<file path="src/rtl/instr_fetch_unit_if.sv">
// Instruction memory read port: request/address out, acknowledge/data back.
interface instr_fetch_unit_if;
    logic        mem_req;
    logic [15:0] mem_addr;
    logic        mem_ack;
    logic [15:0] mem_rdata;

    modport master (
        output mem_req,
        output mem_addr,
        input  mem_ack,
        input  mem_rdata
    );

    modport slave (
        input  mem_req,
        input  mem_addr,
        output mem_ack,
        output mem_rdata
    );
endinterface

</file>
<file path="src/rtl/instr_fetch_unit.sv">
// Fetch stage: PC/IR, memory read handshake, IR field decode; FETCH_TIMEOUT_EN adds stalled-read retry.
// Latency: IRWrite to valid IR is 2+ cycles; PC updates are visible one cycle after the strobe.
// Backpressure: mem_req is held until mem_ack; IRWrite is ignored while a fetch is outstanding.
module instr_fetch_unit #(
    parameter logic [15:0] RESET_PC       = 16'h0000,
    parameter int          TIMEOUT_CYCLES = 15
) (
    input  logic               CLK,
    input  logic               Reset,
    input  logic               IRWrite,
    input  logic               PCWrite,
    input  logic [1:0]         Jcontrol,
    input  logic [15:0]        jr_target,
    instr_fetch_unit_if.master mem,
    output logic [3:0]         Opcode,
    output logic [2:0]         Func,
    output logic               toaccIn,
    output logic               noOp,
    output logic [15:0]        ir,
    output logic [15:0]        imm_sext,
    output logic [15:0]        pc,
    output logic               fetch_err
);

    if (TIMEOUT_CYCLES < 1) begin : g_bad_timeout
        $error("TIMEOUT_CYCLES must be at least 1");
    end

    typedef enum logic [1:0] {
        IDLE  = 2'd0,
        REQ   = 2'd1,
        RETRY = 2'd2
    } state_t;

    state_t      state, state_nxt;
    logic [15:0] fetch_addr;
    logic        inc_done;
    logic        start_fetch;
    logic        take_ack;

`ifdef FETCH_TIMEOUT_EN
    localparam logic [15:0] TO_LAST = 16'(TIMEOUT_CYCLES - 1);
    logic [15:0] to_cnt;
    logic        timeout;

    assign timeout = (state == REQ) && !mem.mem_ack && (to_cnt == TO_LAST);
`endif

    always_ff @(posedge CLK) begin
        if (Reset) begin
            state <= IDLE;
        end else begin
            state <= state_nxt;
        end
    end

    always_comb begin
        state_nxt   = state;
        start_fetch = 1'b0;
        take_ack    = 1'b0;
        case (state)
            IDLE: begin
                if (IRWrite) begin
                    start_fetch = 1'b1;
                    state_nxt   = REQ;
                end
            end
            REQ: begin
                if (mem.mem_ack) begin
                    take_ack  = 1'b1;
                    state_nxt = IDLE;
                end
`ifdef FETCH_TIMEOUT_EN
                else if (timeout) begin
                    state_nxt = RETRY;
                end
`endif
            end
            // One cycle with the request withdrawn, then re-issue at the same address.
            RETRY:   state_nxt = REQ;
            default: state_nxt = IDLE;
        endcase
    end

    always_ff @(posedge CLK) begin
        if (Reset) begin
            pc         <= RESET_PC;
            ir         <= 16'h0000;
            noOp       <= 1'b1;
            fetch_addr <= RESET_PC;
            inc_done   <= 1'b0;
        end else begin
            if (PCWrite) begin
                case (Jcontrol)
                    2'd0: begin
                        // Sequential advance is allowed once per fetched instruction.
                        if (!noOp && !inc_done) begin
                            pc       <= pc + 16'd1;
                            inc_done <= 1'b1;
                        end
                    end
                    2'd1:    pc <= pc + imm_sext;
                    2'd2:    pc <= {pc[15:12], ir[11:0]};
                    default: pc <= jr_target;
                endcase
            end
            if (start_fetch) begin
                fetch_addr <= pc;
                noOp       <= 1'b1;
            end
            if (take_ack) begin
                ir       <= mem.mem_rdata;
                noOp     <= 1'b0;
                inc_done <= 1'b0;
            end
        end
    end

`ifdef FETCH_TIMEOUT_EN
    always_ff @(posedge CLK) begin
        if (Reset) begin
            to_cnt    <= 16'd0;
            fetch_err <= 1'b0;
        end else begin
            if (take_ack || timeout) begin
                to_cnt <= 16'd0;
            end else if (state == REQ) begin
                to_cnt <= to_cnt + 16'd1;
            end
            if (timeout) begin
                fetch_err <= 1'b1;
            end
        end
    end
`else
    assign fetch_err = 1'b0;
`endif

    assign mem.mem_req  = (state == REQ);
    assign mem.mem_addr = fetch_addr;

    assign Opcode   = ir[15:12];
    assign Func     = ir[2:0];
    assign toaccIn  = ir[3];
    assign imm_sext = {{8{ir[7]}}, ir[7:0]};

endmodule

</file>
<file path="src/flat_wrapper.sv">
// flat-port wrapper written by rule: the top's interface ports become plain ports
module instr_fetch_unit_flat 
#(
    parameter logic [15:0] RESET_PC       = 16'h0000,
    parameter int          TIMEOUT_CYCLES = 15
)
  (CLK, Reset, IRWrite, PCWrite, Jcontrol, jr_target, Opcode, Func, toaccIn, noOp, ir, imm_sext, pc, fetch_err, mem_mem_req, mem_mem_addr, mem_mem_ack, mem_mem_rdata);
  instr_fetch_unit_if mem_i ();
  input  logic CLK;
  input  logic Reset;
  input  logic IRWrite;
  input  logic PCWrite;
  input  logic [1:0] Jcontrol;
  input  logic [15:0] jr_target;
  output logic [3:0] Opcode;
  output logic [2:0] Func;
  output logic toaccIn;
  output logic noOp;
  output logic [15:0] ir;
  output logic [15:0] imm_sext;
  output logic [15:0] pc;
  output logic fetch_err;
  output wire logic [$bits(mem_i.mem_req)-1:0] mem_mem_req;
  output wire logic [$bits(mem_i.mem_addr)-1:0] mem_mem_addr;
  input wire logic [$bits(mem_i.mem_ack)-1:0] mem_mem_ack;
  input wire logic [$bits(mem_i.mem_rdata)-1:0] mem_mem_rdata;
  assign mem_mem_req = mem_i.mem_req;
  assign mem_mem_addr = mem_i.mem_addr;
  assign mem_i.mem_ack = mem_mem_ack;
  assign mem_i.mem_rdata = mem_mem_rdata;
  instr_fetch_unit #(.RESET_PC(RESET_PC), .TIMEOUT_CYCLES(TIMEOUT_CYCLES)) u_core (.CLK(CLK), .Reset(Reset), .IRWrite(IRWrite), .PCWrite(PCWrite), .Jcontrol(Jcontrol), .jr_target(jr_target), .mem(mem_i), .Opcode(Opcode), .Func(Func), .toaccIn(toaccIn), .noOp(noOp), .ir(ir), .imm_sext(imm_sext), .pc(pc), .fetch_err(fetch_err));
endmodule
</file>
<file path="config.mk">
export PLATFORM = sky130hd
export DESIGN_NAME = instr_fetch_unit_flat
export DESIGN_NICKNAME = d
export VERILOG_FILES = /design/src/rtl/instr_fetch_unit_if.sv /design/src/rtl/instr_fetch_unit.sv /design/src/flat_wrapper.sv
export SDC_FILE = /design/constraint.sdc
export NUM_CORES = 1
export LEC_CHECK = 0
export CAP_MARGIN = 0
export CORE_MARGIN = 2
export CORE_UTILIZATION = 35
export CTS_BUF_LIST = sky130_fd_sc_hd__clkbuf_4 sky130_fd_sc_hd__clkbuf_8
export DETAILED_ROUTE_END_ITERATION = 8
export PLACE_DENSITY = 0.69
export SKIP_LAST_GASP = 1
export SLEW_MARGIN = 20
export SYNTH_ARGS = -nofsm -noshare
export SYNTH_HDL_FRONTEND = slang
export SYNTH_SLANG_ARGS = --single-unit
</file>
<file path="constraint.sdc">
create_clock -name CLK -period 6 [get_ports CLK]
set_input_delay 0.9 -clock CLK [delete_from_list [all_inputs] [get_ports CLK]]
set_output_delay 0.9 -clock CLK [all_outputs]
set_load 0.03 [all_outputs]
</file>
==> results.txt, run 1 <==
Status: completed
CTS Buf Count: 5
Internal power: 0.5344 mW
Register area share after synthesis: 30.90%
Reg2reg setup slack: 3060 ps
Fill cell count: 899
Antenna violations before repair: 0
Critical Path Source Type: input pin
DR vias/cell: 5.296
Number of enable flip-flop cells after synthesis: 0
Layout Utilization: 47.47%
Max VDD drop: 0.00009451 V
Sequential share of power: 47.4%
HP Class: flip-flop to flip-flop
Fmax achieved: 0.2369 GHz
Clock Sinks: 51
Die W: 101.2 um
Layout Cells excl Fill: 612
WL per Instance: 15.04 um
Syn Inst Count: 430
Max stage delay on crit path: 700 ps
Top delay family on crit path: compound AO/OA/AOI/OAI gates
Comb power frac: 25.1%
Clock Skews: 10.77 ps
Top FF cell, synth: dfxtp_1
WP data required: 6200 ps
Initial cell density of the core: 35.93%
Pwr Density: 180.9 nW/um2
Die area: 10230 um2
Final setup vio count: 0
Commonest non-fill, non-tap cells in the layout: 111 x clkdlybuf4s50_1, 100 x nand2_1, 54 x a21oi_1
DRT antenna net count: 0
# diodes: 0
Total core area: 9196 um2
Sw Pwr: 0.2555 mW
Slew Viols, Final: 0
Relative slew slack: 38.54%
Total number of vias: 3241
RSZ-0062 raised after global routing: no
Worst-path cell chain: clkdlybuf4s50_1 > buf_4 > nor2b_1 > and2_1 > fa_1 > a21oi_1 > o211ai_2 > nand2_1 > a2111oi_2 > mux2_1 > a221o_1
CP bufs+invs: 2
Number of stages on the worst setup path: 11
Worst-Margin Slew: 921.9 ps
Setup TNS: 0 ps
Yosys top cell by area: dfxtp_1
Crit-path max FO: 14
Area of the multi-input gates: 1941 um2
R2R Path End: u_core.pc[13]$_SDFFE_PP0P_
Clock share of power: 27.5%
GRT Util Overall: 17.84%
Detailed placer's ending HPWL: 6732 um
Net Count, Synth: 480
Top-area cell type share of the netlist area: 30.90%
Maxcap violations: 0
Worst r2r path cells: 9
Kind of critical path: input pin to flip-flop
Cell Rows: 35
Slowest stage cell, crit path: clkdlybuf4s50_1
Yosys warning count: 0
I/O pin count: 114
CP Capture Type: flip-flop
Post-Syn Area: 3304 um2
GRT overflow: 0
Setup Buffers After CTS: 0
Largest net degree at the start of global routing: 48
Flops & latches, synth: 51
Vias in the first global route: 3065
First-pass GRT wire length: 14830 um
Initial DRC count: 210
CTS tree: built
RD Place Congestion: 0.8748
Seq. cell area: 1021 um2
Critical path endpoint: u_core.pc[14]$_SDFFE_PP0P_
Placed cell count: 604
Clk pin slew, worst setup/hold paths: 100 ps
Arrival time at the worst endpoint: 4420 ps
Clock Path Buffers: 2
Netlist cell types: 64
First drt pass iteration count: 4
Critical path launch point: Jcontrol[0]
H-tree depth: 2
Synth async-reset ratio: 0%
Hold buffer count at cts: 0
# port buffers: 112
Start of the worst register-to-register path: u_core.ir[7]$_SDFFE_PP0P_
Post-layout minimum cycle time: 4222 ps
Die Y: 101.2 um
Drt total wl: 9207 um
Leakage power: 1.577 nW
# DRC: 0
Most common cell after layout, fill and taps aside: clkdlybuf4s50_1
Worst skew pair latency: 310 ps
Root Driver: clkbuf_8
Share of layout cells above drive strength 1: 6.587%
Resized cells post-CTS: 0
Top post-synthesis cells by area: dfxtp_1 31%, nand2_1 11%, a21oi_1 8.2%
Syn avg cell area: 7.685 um2
Sw frac: 32.35%
Period utilization: 70.36%
Final Hold Fails: 0
Area growth from synthesis to layout: 32.11%
Fin nets: 550
layout make-up:
type / count / share of cell area [%]
clock buffers: 6 / 1.892
well taps: 111 / 3.181
inverters: 6 / 0.5159
flip-flops and latches: 51 / 23.39
clock inverters: 2 / 0.3153
multi-input cells: 320 / 44.45
repair buffers: 116 / 26.25
metrics by stage:
stage / instance area [um2] / setup WS [ps] / hold slack (ps) / total power [mW]
6_report: 4365 / 1778 / 459.0 / 0.7899
5_1_grt: 4365 / 1607 / 483.5 / 0.8281
4_1_cts: 4365 / 1873 / 461.5 / 0.7977
3_5_place_dp: 4269 / 1578 / 447.5 / 0.5796
3_3_place_gp: 4269 / 1751 / 444.3 / 0.5777
2_1_floorplan: 3304 / 2764 / 468.3 / 0.5017
worst min path at each step:
stage / slack, ps / from / end / depth (start not counted)
floorplan: 470 / u_core.inc_done$_SDFFE_PP0P_ / u_core.inc_done$_SDFFE_PP0P_ / 2
global placement: 440 / u_core.mem.mem_addr[9]$_SDFFE_PP0P_ / u_core.mem.mem_addr[9]$_SDFFE_PP0P_ / 2
detailed placement: 450 / u_core.mem.mem_addr[5]$_SDFFE_PP0P_ / u_core.mem.mem_addr[5]$_SDFFE_PP0P_ / 2
CTS: 460 / u_core.mem.mem_addr[5]$_SDFFE_PP0P_ / u_core.mem.mem_addr[5]$_SDFFE_PP0P_ / 2
global route: 480 / u_core.mem.mem_addr[3]$_SDFFE_PP0P_ / u_core.mem.mem_addr[3]$_SDFFE_PP0P_ / 2
finish: 460 / u_core.mem.mem_addr[3]$_SDFFE_PP0P_ / u_core.mem.mem_addr[3]$_SDFFE_PP0P_ / 2
per-layer routing:
| layer | part of all wire (%) | up-vias | GRT usage [%] |
|---|---|---|---|
| met3 | 8.3 | 10 | 5.314 |
| li1 | - | 1617 | - |
| met5 | 0 | - | 0 |
| met1 | 44 | 1501 | 23.06 |
| met4 | 1.3 | 0 | 5.405 |
| met2 | 47 | 113 | 28.78 |
state kept, by name (all words and copies together), names as in the netlist:
| signal | flops |
|---|---|
| u_core.ir | 16 |
| u_core.noOp | 1 |
| u_core.mem.mem_addr | 16 |
| u_core.inc_done | 1 |
| u_core.pc | 16 |
| u_core.state | 1 |
tightest hold or removal path: cells and delay by family (launching register included):
kind	cells	cell delay [ps]
simple gates	1	50
flops	1	320
compound gates	1	50
Yosys cell counts (2+ instances only):
library cell and n:
o31a_1 2, a31oi_1 3, o31ai_1 2, inv_1 4, a211o_1 2, dfxtp_1 51, mux2_2 4, a21oi_1 54
clkbuf_1 17, o2111ai_1 5, o21ai_0 8, nor3_1 9, nand3_1 5, xor2_1 2, nand2_1 100, and4_1 2
xnor2_1 7, or3_1 2, buf_4 25, and2_1 10, ha_1 10, a2111oi_0 2, buf_2 4, o21ai_1 3
o211ai_1 7, o221ai_1 2, nand2b_1 5, buf_1 4, a21o_1 2, mux2i_1 13, nor2b_1 4, a211oi_1 4
buf_6 3, a21oi_2 3, nor2_1 21
power groups by stage:
stage | registers, mW | clock network, mW | logic (mW)
after floorplan | 0.401 | 0 | 0.101
after global placement | 0.382 | 0 | 0.196
after detailed placement | 0.382 | 0 | 0.198
after CTS | 0.374 | 0.225 | 0.199
after global routing | 0.377 | 0.237 | 0.213
final | 0.374 | 0.217 | 0.198
cells by family (layout without fill, tap and decap cells):
group | after synthesis | after routing | synth area share (%)
muxes | 18 | 18 | 5.642
and+or+nand+nor | 166 | 166 | 22.72
adders and majority gates | 11 | 11 | 4.392
other | 1 | 1 | 0.1135
AOI/OAI and AO/OA | 115 | 115 | 23.48
xor gates and xnor gates | 9 | 9 | 2.386
DFF | 51 | 51 | 30.90
buffers and inverters | 59 | 130 | 10.37
No activity file was read; power rests on OpenSTA's default activity.
==> run 2, diff against run 1 <==
==> constraint.sdc (replaced) <==
create_clock -name CLK -period 4.1 [get_ports CLK]
set_input_delay 0.615 -clock CLK [delete_from_list [all_inputs] [get_ports CLK]]
set_output_delay 0.615 -clock CLK [all_outputs]
set_load 0.03 [all_outputs]
==> run 2 against run 1 <==
Compared with the run above:
- global-route usage rose by 0.22 points
- power is 53% higher
- first-iteration DRC count is 39% lower
- core utilization increased by 0.37 points
- routed wire length rose by 2.1%
- largest cell class unchanged
- largest power group unchanged
- highest routed layer unchanged
==> results.txt, run 2 (synthesized netlist as in run 1, its figures left out) <==
Vias in the first global route: 3106 (was 3065)
DRT antenna net count: 0 (unchanged)
H-tree depth: 2 (unchanged)
# port buffers: 112 (unchanged)
Clk pin slew, worst setup/hold paths: 90 ps (was 100 ps)
Worst skew pair latency: 310 ps (about the same)
GRT Util Overall: 18.06% (was 17.84%)
Kind of critical path: input pin to flip-flop (unchanged)
# diodes: 0 (unchanged)
RD Place Congestion: 0.8743 (was 0.8748)
Die area: 10230 um2 (unchanged)
Antenna violations before repair: 0 (unchanged)
CTS Buf Count: 5 (unchanged)
Fill cell count: 909 (was 899)
Final Hold Fails: 0 (unchanged)
First-pass GRT wire length: 15030 um (was 14830 um)
Resized cells post-CTS: 0 (unchanged)
Hold buffer count at cts: 0 (unchanged)
Fin nets: 552 (was 550)
Grt met2 use: 30.51% (was 28.78%)
CTS tree: built (unchanged)
Clock Sinks: 51 (unchanged)
Hold_ws: 459.8 ps (was 459.0 ps)
HP Class: flip-flop to flip-flop (unchanged)
Slowest stage cell, crit path: clkdlybuf4s50_1 (unchanged)
Drt total wl: 9402 um (was 9207 um)
Final setup vio count: 0 (unchanged)
Met1 Usage GRT: 23.49% (was 23.06%)
WP data required: 4300 ps (was 6200 ps)
Max VDD drop: 0.0002160 V (was 0.00009451 V)
RSZ-0062 raised after global routing: no (unchanged)
Total number of vias: 3227 (was 3241)
Crit-path max FO: 7 (was 14)
Root Driver: clkbuf_8 (unchanged)
GRT overflow: 0 (unchanged)
Status: completed (unchanged)
DR vias/cell: 5.256 (was 5.296)
Arrival time at the worst endpoint: 3640 ps (was 4420 ps)
I/O pin count: 114 (unchanged)
Relative slew slack: 49.61% (was 38.54%)
CP Capture Type: flip-flop (unchanged)
Leakage power: 1.589 nW (was 1.577 nW)
Initial DRC count: 129 (was 210)
Setup TNS: 0 ps (unchanged)
Most common cell after layout, fill and taps aside: clkdlybuf4s50_1 (unchanged)
Period utilization: 83.86%
Gr busiest metal: met2 (unchanged)
# DRC: 0 (unchanged)
Critical Path Source Type: input pin (unchanged)
Total core area: 9196 um2 (unchanged)
Pwr Density: 274.8 nW/um2 (was 180.9 nW/um2)
Commonest non-fill, non-tap cells in the layout: 111 x clkdlybuf4s50_1, 100 x nand2_1, 54 x a21oi_1 (unchanged)
Layout Cells excl Fill: 614 (was 612)
Largest net degree at the start of global routing: 47 (was 48)
First drt pass iteration count: 4 (unchanged)
Share of layout cells above drive strength 1: 6.958% (was 6.587%)
Worst-path cell chain: clkdlybuf4s50_1 > nor2b_1 > nand2b_1 > ha_1 > fa_1 > a21oi_1 > o211ai_2 > nand2_1 > a2111oi_2 > mux2_1 > a221o_1 (was clkdlybuf4s50_1 > buf_4 > nor2b_1 > and2_1 > fa_1 > a21oi_1 > o211ai_2 > nand2_1 > a2111oi_2 > mux2_1 > a221o_1)
Worst-Margin Slew: 755.9 ps (was 921.9 ps)
Placed cell count: 606 (was 604)
Area growth from synthesis to layout: 33.13% (was 32.11%)
Clock Skews: 10.59 ps (was 10.77 ps)
Initial cell density of the core: 35.93% (unchanged)
Fmax achieved: 0.2908 GHz
Post-layout minimum cycle time: 3438 ps
Maxcap violations: 0 (unchanged)
Met3 Track Usage GR: 4.831% (was 5.314%)
Setup Buffers After CTS: 0 (unchanged)
Die Y: 101.2 um (unchanged)
Slew Viols, Final: 0 (unchanged)
WL per Instance: 15.31 um (was 15.04 um)
Clock Path Buffers: 2 (unchanged)
Max stage delay on crit path: 500 ps (was 700 ps)
Cell Rows: 35 (unchanged)
Detailed placer's ending HPWL: 6859 um (was 6732 um)
Die W: 101.2 um (unchanged)
==> run 2: changes by cell type in the layout (fill, tap and decap cells not counted), sizes merged <==
cell | before | now
clkinvlp | 0 | 1
clkbuf | 6 | 5
bufinv | 0 | 1
clkinv | 2 | 1
buf | 5 | 7
==> run 2: worst max-delay path: cells and delay by family <==
| family | cells | cell delay [ps] |
|---|---|---|
| and+or+nand+nor | 3 | 750 |
| AOI/OAI and AO/OA | 4 | 820 |
| adders and majority gates | 2 | 640 |
| buffers and inverters | 1 | 500 |
| muxes | 1 | 330 |
==> run 2: per-layer routing <==
metal  vias up  share of wire, %  routed length (um)
met5         -                 0                   0
met4         0              0.65                  61
met3         8               8.2                 769
met2       106                47                4464
met1      1496                44                4107
li1       1617                 -                   -
==> run 2: area by class of cell <==
class / count / area [um2] / share of cell area [%]
multi-input combinational: 320 / 1941 / 44.11
timing repair buffer: 118 / 1161 / 26.39
sequential: 51 / 1021 / 23.21
tap: 111 / 138.9 / 3.157
clock buffer: 5 / 68.82 / 1.564
clock inverter: 3 / 46.29 / 1.052
inverter: 6 / 22.52 / 0.5119
==> run 2: path summary, 6_finish.rpt <==
| check | startpoint | cells past startpoint | to | slack (ps) |
|---|---|---|---|---|
| worst max-delay path | Jcontrol[0] | 11 | u_core.pc[14]$_SDFFE_PP0P_ | 660 |
| worst max register to register | u_core.ir[7]$_SDFFE_PP0P_ | 9 | u_core.pc[13]$_SDFFE_PP0P_ | 1360 |
| worst min-delay path | u_core.mem.mem_addr[10]$_SDFFE_PP0P_ | 2 | u_core.mem.mem_addr[10]$_SDFFE_PP0P_ | 460 |
| worst min register to register | u_core.mem.mem_addr[10]$_SDFFE_PP0P_ | 2 | u_core.mem.mem_addr[10]$_SDFFE_PP0P_ | 460 |
==> run 2: per-stage QoR <==
step	cell area [um2]	power, mW	util [%]	setup slack (ps)
finish	4399	1.209	47.84	661.8
global route	4399	1.263	47.84	479.5
CTS	4399	1.218	47.84	685.3
detailed placement	4284	0.8499	46.59	360.8
global placement	4284	0.8468	46.59	472.3
floorplan	3304	0.7341	-	1149
==> run 2: where the power goes <==
| part | total (mW) | switching, mW | internal [mW] | leakage [nW] |
|---|---|---|---|---|
| registers | 0.548 | 0.0317 | 0.516 | 0.415 |
| logic | 0.291 | 0.163 | 0.128 | 1.12 |
| clock network | 0.371 | 0.186 | 0.184 | 0.0548 |
==> run 3, diff against run 2 <==
==> constraint.sdc (replaced) <==
create_clock -name CLK -period 3.37 [get_ports CLK]
set_input_delay 0.5055 -clock CLK [delete_from_list [all_inputs] [get_ports CLK]]
set_output_delay 0.5055 -clock CLK [all_outputs]
set_load 0.03 [all_outputs]
==> run 3 against run 2 <==
Compared with the run above:
- first-iteration DRC count fell by 20%
- final cell count rose by 2.8%
- sequential cell count unchanged
- worst hold slack lost 2.7 ps
- routed wire length is 1.4% higher
- clock power up 5.7%
- die area did not move
- sequential power grew 22%
- global-route usage is 0.62 points higher
- critical path type unchanged
==> results.txt, run 3 (synthesized netlist as in run 1, its figures left out) <==
Leakage power: 1.672 nW (was 1.589 nW)
H-tree depth: 2 (unchanged)
Fin nets: 569 (was 552)
Detailed placer's ending HPWL: 7029 um (was 6859 um)
Total core area: 9196 um2 (unchanged)
WL per Instance: 15.11 um (was 15.31 um)
Initial DRC count: 103 (was 129)
# diodes: 0 (unchanged)
RSZ-0062 raised after global routing: no (unchanged)
Worst-Margin Slew: 719.9 ps (was 755.9 ps)
I/O pin count: 114 (unchanged)
Clock Sinks: 51 (unchanged)
Area of the multi-input gates: 1941 um2 (unchanged)
Pwr Density: 314.9 nW/um2 (was 274.8 nW/um2)
Slew Viols, Final: 0 (unchanged)
First-pass GRT wire length: 15320 um (was 15030 um)
Area growth from synthesis to layout: 36.43% (was 33.13%)
Seq. cell area: 1021 um2 (unchanged)
Die area: 10230 um2 (unchanged)
Setup TNS: 0 ps (unchanged)
CTS Buf Count: 5 (unchanged)
Crit-path max FO: 7 (unchanged)
Resized cells post-CTS: 0 (unchanged)
Commonest non-fill, non-tap cells in the layout: 111 x clkdlybuf4s50_1, 100 x nand2_1, 54 x a21oi_1 (unchanged)
CTS tree: built (unchanged)
Critical Path Source Type: input pin (unchanged)
RD Place Congestion: 0.8664 (was 0.8743)
Total number of vias: 3305 (was 3227)
Post-layout minimum cycle time: 3071 ps
Drt total wl: 9534 um (was 9402 um)
Layout Utilization: 49.02% (was 47.84%)
Setup Buffers After CTS: 0 (unchanged)
Maxcap violations: 0 (unchanged)
Kind of critical path: input pin to flip-flop (unchanged)
Final setup vio count: 0 (unchanged)
Initial cell density of the core: 35.93% (unchanged)
Clock Path Buffers: 2 (unchanged)
Final Hold Fails: 0 (unchanged)
Worst skew pair latency: 320 ps (was 310 ps)
# DRC: 0 (unchanged)
Arrival time at the worst endpoint: 3280 ps (was 3640 ps)
WP data required: 3580 ps (was 4300 ps)
Share of layout cells above drive strength 1: 10.00% (was 6.958%)
Fmax achieved: 0.3256 GHz
DRT antenna net count: 0 (unchanged)
Relative slew slack: 52.01% (was 49.61%)
Max VDD drop: 0.0001958 V (was 0.0002160 V)
Cell Rows: 35 (unchanged)
Period utilization: 91.14%
# port buffers: 112 (unchanged)
Vias in the first global route: 3092 (was 3106)
Fill cell count: 876 (was 909)
Clock Skews: 4.969 ps (was 10.59 ps)
Most common cell after layout, fill and taps aside: clkdlybuf4s50_1 (unchanged)
Clk pin slew, worst setup/hold paths: 100 ps (was 90 ps)
Die W: 101.2 um (unchanged)
HP Class: flip-flop to flip-flop (unchanged)
First drt pass iteration count: 4 (unchanged)
GRT Util Overall: 18.68% (was 18.06%)
Die Y: 101.2 um (unchanged)
DR vias/cell: 5.238 (was 5.256)
Antenna violations before repair: 0 (unchanged)
Status: completed (unchanged)
CP Capture Type: flip-flop (unchanged)
Root Driver: clkbuf_8 (unchanged)
GRT overflow: 0 (unchanged)
Largest net degree at the start of global routing: 47 (unchanged)
Hold buffer count at cts: 0 (unchanged)
-- run 3: changes by cell type in the layout (fill, tap and decap cells not counted), sizes merged --
| cell | change |
|---|---|
| bufinv | -1 |
| clkinv | +1 |
| buf | +17 |
| clkbuf | +1 |
| clkinvlp | -1 |
-- run 3: area by class of cell --
class | count | area share, %
well taps | 111 | 3.081
inverters | 6 | 0.4996
repair buffers | 135 | 28.59
clock inverters | 2 | 0.3053
flip-flops and latches | 51 | 22.65
clock buffers | 6 | 1.832
multi-input cells | 320 | 43.05
-- run 3: through the flow --
step                total power, mW  hold WS (ps)  setup slack, ps  instances  cell area, um2
floorplan                    0.8932         468.3            528.6        430            3304
global placement              1.037         443.8            51.59        623            4412
detailed placement            1.042         446.9            3.196        623            4412
CTS                           1.433         461.3            316.0        631            4508
global route                  1.492         484.3            135.0        631            4508
finish                        1.420         457.1            298.6        631            4508
-- run 3: path summary, 6_finish.rpt --
kind,slack (ps),start,cells after the start,endpoint
hold / removal,460,u_core.mem.mem_addr[13]$_SDFFE_PP0P_,2,u_core.mem.mem_addr[13]$_SDFFE_PP0P_
setup / recovery,300,Jcontrol[0],11,u_core.pc[14]$_SDFFE_PP0P_
setup reg to reg,820,u_core.ir[0]$_SDFFE_PP0P_,9,u_core.pc[14]$_SDFFE_PP0P_
hold reg to reg,460,u_core.mem.mem_addr[13]$_SDFFE_PP0P_,2,u_core.mem.mem_addr[13]$_SDFFE_PP0P_
-- run 3: metal layers --
layer	routed length, um	up-vias	part of all wire [%]	global-route usage [%]
met1	4326	1533	45	25.61
li1	-	1660	-	-
met4	136	0	1.4	5.094
met3	683	12	7.2	4.624
met2	4388	100	46	29.34
met5	0	-	0	0
-- run 3: critical path, stage by stage --
cell and delay [ps]:
clkdlybuf4s50_1 420, nor2b_1 160, buf_4 160, and2_1 160, ha_1 340, nand2_1 140
o211ai_2 270, nand2_1 140, a2111oi_2 350, mux2_1 360, a221o_1 270
-- run 3: power by group --
part | leakage, nW | internal (mW) | total, mW | switching, mW
sequential | 0.415 | 0.628 | 0.666 | 0.0385
clock | 0.0516 | 0.169 | 0.392 | 0.223
combinational | 1.21 | 0.162 | 0.361 | 0.200
